<file path="src/rtl/pll_sup_pkg.sv">
// rtl/pll_sup_pkg.sv - shared types, defaults and sizing helper for the PLL lock supervisor
//
// Contents:
//   sup_state_t   supervisor FSM state
//   DEF_*         default parameter values
//   timer_width() bit width for the single shared cycle timer

package pll_sup_pkg;

  typedef enum logic [1:0] {
    WAIT_LOCK = 2'd0,
    STABLE    = 2'd1,
    RUN       = 2'd2,
    PLL_RST   = 2'd3
  } sup_state_t;

  localparam int DEF_STABLE_CYCLES  = 1024;
  localparam int DEF_RELOCK_TIMEOUT = 1048576;
  localparam int DEF_PLLRST_CYCLES  = 16;
  localparam int DEF_CNT_W          = 8;

  // One timer serves the WAIT_LOCK, STABLE and PLL_RST phases. It never
  // needs to hold more than (largest cycle count - 1), so $clog2 of the
  // largest count is enough; a 1-bit floor keeps the vector legal.
  function automatic int timer_width(input int a, input int b, input int c);
    int m;
    m = a;
    if (b > m) m = b;
    if (c > m) m = c;
    if (m < 2) return 1;
    return $clog2(m);
  endfunction

endpackage

</file>
<file path="src/rtl/sync_2ff.sv">
// rtl/sync_2ff.sv - two-flop synchronizer for a single asynchronous level
//
// Ports:
//   clk    destination clock
//   rst_n  asynchronous active-low reset, both flops clear to 0
//   d      asynchronous input level
//   q      synchronized level, lags d by two clk edges

module sync_2ff (
  input  logic clk,
  input  logic rst_n,
  input  logic d,
  output logic q
);

  logic meta;

  always_ff @(posedge clk or negedge rst_n) begin
    if (!rst_n) begin
      meta <= 1'b0;
      q    <= 1'b0;
    end else begin
      meta <= d;
      q    <= meta;
    end
  end

endmodule

</file>
<file path="src/rtl/pll_lock_supervisor.sv">
// rtl/pll_lock_supervisor.sv - qualifies PLL lock and releases the downstream reset
//
// Optional feature macro: PLLSUP_AUTORESET_EN
//   defined   : a lock timeout enters PLL_RST and pulses pll_rst
//   undefined : a lock timeout only sets timeout_err; pll_rst is tied 0
//
// Ports:
//   clk            PLL output clock, all logic runs on it
//   rstn           asynchronous active-low reset
//   locked_i       raw PLL lock flag, asynchronous to clk
//   rst_out_n      registered active-low reset for downstream logic (high only in RUN)
//   ready          high while in RUN
//   pll_rst        active-high PLL reset request
//   lock_loss_cnt  saturating count of RUN -> WAIT_LOCK transitions
//   timeout_err    sticky lock-timeout flag, cleared only by rstn

module pll_lock_supervisor
  import pll_sup_pkg::*;
#(
  parameter int STABLE_CYCLES  = DEF_STABLE_CYCLES,
  parameter int RELOCK_TIMEOUT = DEF_RELOCK_TIMEOUT,
  parameter int PLLRST_CYCLES  = DEF_PLLRST_CYCLES,
  parameter int CNT_W          = DEF_CNT_W
) (
  input  logic             clk,
  input  logic             rstn,
  input  logic             locked_i,
  output logic             rst_out_n,
  output logic             ready,
  output logic             pll_rst,
  output logic [CNT_W-1:0] lock_loss_cnt,
  output logic             timeout_err
);

  localparam int TW = timer_width(STABLE_CYCLES, RELOCK_TIMEOUT, PLLRST_CYCLES);

  // Terminal timer values: the phase ends on the edge where the timer
  // already holds N-1, which gives exactly N edges spent in that phase.
  localparam logic [TW-1:0] T_STABLE_LAST  = TW'(STABLE_CYCLES - 1);
  localparam logic [TW-1:0] T_TIMEOUT_LAST = TW'(RELOCK_TIMEOUT - 1);
`ifdef PLLSUP_AUTORESET_EN
  localparam logic [TW-1:0] T_PLLRST_LAST  = TW'(PLLRST_CYCLES - 1);
`endif

  sup_state_t      state;
  logic [TW-1:0]   timer;
  logic            lk_s;
`ifdef PLLSUP_AUTORESET_EN
  logic            pll_rst_q;
`endif

  sync_2ff u_lock_sync (
    .clk   (clk),
    .rst_n (rstn),
    .d     (locked_i),
    .q     (lk_s)
  );

  // All outputs are written in the same branch as the state change that
  // implies them, so they move on exactly the transition edge.
  always_ff @(posedge clk or negedge rstn) begin
    if (!rstn) begin
      state         <= WAIT_LOCK;
      timer         <= '0;
      rst_out_n     <= 1'b0;
      ready         <= 1'b0;
      lock_loss_cnt <= '0;
      timeout_err   <= 1'b0;
`ifdef PLLSUP_AUTORESET_EN
      pll_rst_q     <= 1'b0;
`endif
    end else begin
      case (state)
        WAIT_LOCK: begin
          // Lock wins over a timeout landing on the same edge.
          if (lk_s) begin
            state <= STABLE;
            timer <= '0;
          end else if (timer == T_TIMEOUT_LAST) begin
            timeout_err <= 1'b1;
`ifdef PLLSUP_AUTORESET_EN
            state     <= PLL_RST;
            timer     <= '0;
            pll_rst_q <= 1'b1;
`endif
            // Without auto-reset the timer simply sits at its last value.
          end else begin
            timer <= timer + 1'b1;
          end
        end

        STABLE: begin
          // A drop while qualifying is not a lock loss: counter untouched.
          if (!lk_s) begin
            state <= WAIT_LOCK;
            timer <= '0;
          end else if (timer == T_STABLE_LAST) begin
            state     <= RUN;
            timer     <= '0;
            rst_out_n <= 1'b1;
            ready     <= 1'b1;
          end else begin
            timer <= timer + 1'b1;
          end
        end

        RUN: begin
          if (!lk_s) begin
            state     <= WAIT_LOCK;
            timer     <= '0;
            rst_out_n <= 1'b0;
            ready     <= 1'b0;
            if (lock_loss_cnt != {CNT_W{1'b1}}) begin
              lock_loss_cnt <= lock_loss_cnt + 1'b1;
            end
          end
        end

`ifdef PLLSUP_AUTORESET_EN
        PLL_RST: begin
          // lk_s deliberately ignored: the PLL is being reset.
          if (timer == T_PLLRST_LAST) begin
            state     <= WAIT_LOCK;
            timer     <= '0;
            pll_rst_q <= 1'b0;
          end else begin
            timer <= timer + 1'b1;
          end
        end
`endif

        default: begin
          state     <= WAIT_LOCK;
          timer     <= '0;
          rst_out_n <= 1'b0;
          ready     <= 1'b0;
`ifdef PLLSUP_AUTORESET_EN
          pll_rst_q <= 1'b0;
`endif
        end
      endcase
    end
  end

`ifdef PLLSUP_AUTORESET_EN
  assign pll_rst = pll_rst_q;
`else
  assign pll_rst = 1'b0;
`endif

endmodule
</file>
<file path="config.mk">
export PLATFORM = sky130hd
export DESIGN_NAME = pll_lock_supervisor
export DESIGN_NICKNAME = d
export VERILOG_FILES = /design/src/rtl/pll_sup_pkg.sv /design/src/rtl/sync_2ff.sv /design/src/rtl/pll_lock_supervisor.sv
export SDC_FILE = /design/constraint.sdc
export NUM_CORES = 1
export LEC_CHECK = 0
export BUFFER_PORTS_ARGS = -buffer_cell sky130_fd_sc_hd__buf_2
export CAP_MARGIN = 40
export CORE_ASPECT_RATIO = 0.7
export CORE_MARGIN = 1.5
export CORE_UTILIZATION = 51
export CTS_BUF_LIST = sky130_fd_sc_hd__clkbuf_2
export DETAILED_ROUTE_END_ITERATION = 12
export GPL_ROUTABILITY_DRIVEN = 0
export HOLD_SLACK_MARGIN = 0.1
export PLACE_DENSITY = 0.7
export SETUP_SLACK_MARGIN = 0.5
export SYNTH_ARGS = -nofsm -noshare
export SYNTH_HDL_FRONTEND = slang
export SYNTH_SLANG_ARGS = --single-unit
</file>
<file path="constraint.sdc">
create_clock -name clk -period 2.4 [get_ports clk]
set_clock_uncertainty 0.1 [all_clocks]
set_input_delay 0.24 -clock clk [delete_from_list [all_inputs] [get_ports clk]]
set_output_delay 0.24 -clock clk [all_outputs]
set_load 0.02 [all_outputs]
</file>
==> results.txt <==
Ant diodes: 0
Tcrit/Tclk final: 88.7%
RSZ-0062 raised after global routing: yes
Clock sink count: 34
Synth area leaders: dfrtp_1 (46%), a22o_1 (5.2%), o21ai_0 (4.1%), nand2_1 (3.1%), nand3_1 (2.4%)
Rel. slew slack: 50.6%
Clk buf depth: 2
CP Launch Point: state[0]
Worst-path clk slew: 0.17 ns
CTS buffer count: 5
Avg WL per Cell: 16.8 um
Cell Chain, Critical Path: or2_4 > or4_4 > o31ai_4 > buf_4 > buf_6 > a21o_1 > a22o_1
Critical path data arrival time: 2.36 ns
Clk root buf: clkbuf_2
Leak Pwr: 1.06 nW
Die footprint: 3990 um^2
Yosys top cell by area: dfrtp_1
First-pass GRT wire length: 7.03 mm
DRC: 0
Syn Area/Cell: 9.96 um^2
Worst setup path category: flip-flop to flip-flop
Status: completed
Vias/cell: 6.01
Post-Syn Instances: 185
Synth async-reset ratio: 100%
CP Buf/Inv Count: 2
Seq/Total Area, Yosys: 46.2%
Register bit count reported by yosys: 34
Core area: 3490 um^2
Commonest non-fill, non-tap cell in the layout: dfrtp_1
Crit path time final: 2.13 ns
Critical Path RT: 2.63 ns
# setup viols final: 0
Final Max Tran Viols: 0
Hold_sp: u_lock_sync.meta
Crit path largest cell delay: 0.54 ns
GRT Total Usage: 24.5%
Pwr/cell area: 403 nW/um^2
DIE WIDTH: 74.8 um
Max cap viols: 0
Tightest Hold Check Type: flip-flop to flip-flop
CP max stage cell: or4_4
FMAX: 469 MHz
Cell Area, Placed: 2020 um^2
DR pass1 iterations: 4
Cell family with most CP delay: simple AND/OR/NAND/NOR gates
Standard-cell rows: 18
Final hold vios: 0
H-tree levels: 2
Cell area after synthesis: 1840 um^2
Synth unique cells: 48
Tot Pwr: 0.000943 W
Chip height: 53.3 um
Largest net degree at the start of global routing: 35
Routed WL: 4.69 mm
Initial Util: 52.8%
PortBufs: 13
CP startpoint kind: flip-flop
Critical Path End Type: flip-flop
Synth warnings: 0
Clk_lat worst skew: 0.39 ns
Total grt overflow: 0
Share of the synthesized area in the top cell type: 46.2%
Layout cells sized above 1: 35.4%
Nets: 234
CTS tree: done
Design area: 2340 um^2
Vias in the first global route: 1,436
Synth Flop Type: dfrtp_1
Worst R2R Start: state[0]
Initial DRC count: 117
Area growth syn-to-layout: 26.9%
CP max FO: 6
DP HPWL: 2.98 mm
Initial antenna violation count: 0
EDFF count, synth: 0
Setup TNS: 0 ns
Worst VDD drop: 0.297 mV
Worst-margin pin slew: 0.741 ns
# fillers: 255
Syn_nets: 190
Commonest non-fill, non-tap cells in the layout: dfrtp_1 (32), buf_4 (22), nand2_1 (15), buf_2 (13)
Antenna-violating nets left: 0
IO Count: 15
Total vias in the final route: 1,676
[cells in the mapped netlist (2+ instances only)]
master	count
dfrtp_1	34
nand2_1	15
o21ai_0	15
a22o_1	11
nor2_1	11
nand3_1	9
a21oi_1	5
and2_1	5
and3_1	5
inv_1	5
nor3_1	5
nor4_1	5
xnor2_1	5
a21o_1	4
nand4_1	4
o31ai_1	4
buf_4	3
nor2b_1	3
and4_1	2
buf_2	2
buf_6	2
ha_1	2
o31ai_4	2
o41ai_1	2
xor2_1	2
[layout make-up]
class                           instances  area [um^2]  share of cell area, %
Multi-Input combinational cell        140         1040                   44.5
Timing Repair Buffer                   43          327                   14.0
Inverter                                5         18.8                  0.803
Sequential cell                        34          853                   36.5
Tap cell                               50         62.6                   2.68
Clock buffer                            7         35.0                   1.50
[state kept, by name (all words and copies together) (netlist names)]
register	flops
lock_loss_cnt	8
ready	1
state	2
timeout_err	1
timer	20
u_lock_sync.meta	1
u_lock_sync.q	1
[cells by family after synthesis]
group | count (synthesis) | synth area share (%)
flip-flops | 34 | 46.2
multiplexers | 1 | 0.611
adder cells (fa/ha/maj) | 2 | 1.36
other | 1 | 0.204
XOR/XNOR | 7 | 3.33
AO/OA/AOI/OAI | 55 | 22.8
buffers and inverters | 12 | 4.01
AND/OR/NAND/NOR | 73 | 21.5
[metal layers]
layer  wire length [um]  track usage (%)
met5                  0                0
met4                 93             10.0
met3                341             5.14
met2               2020             34.5
met1               2240             36.0
[path summary, 6_finish.rpt]
path                       depth (start not counted)                to  slack, ns
max in group asynchronous                          2  lock_loss_cnt[0]       1.35
setup reg to reg                                   7         timer[11]       0.27
setup / recovery                                   7         timer[11]       0.27
min in group asynchronous                          2             ready       0.32
hold reg to reg                                    0     u_lock_sync.q       0.29
hold / removal                                     0     u_lock_sync.q       0.29
[per-stage QoR]
stage          setup WS (ns)  cells  hold WS [ns]  utilization [%]
3_5_place_dp           0.189    249         0.249             57.8
2_1_floorplan          0.322    185        -0.156                -
6_report               0.270    279         0.288             67.0
5_1_grt                0.194    279         0.306             67.0
3_3_place_gp           0.257    249         0.244             57.8
4_1_cts                0.285    267         0.301             62.8
[power by group]
group	internal (W)	switching, W	total (W)
clock network	0.0000758	0.000187	0.000263
logic	0.0000401	0.0000530	0.0000931
registers	0.000580	0.00000695	0.000587
[repair_timing]
item	4_1_cts	5_1_grt
buffers inserted	7	12
hold buffers	2	0
endpoints found under the setup margin	24	24
resized for setup	12	13
cloned	2	0
endpoints found under the hold margin	35	0
pin swaps	7	10
Power figures use the tool's default switching activity.
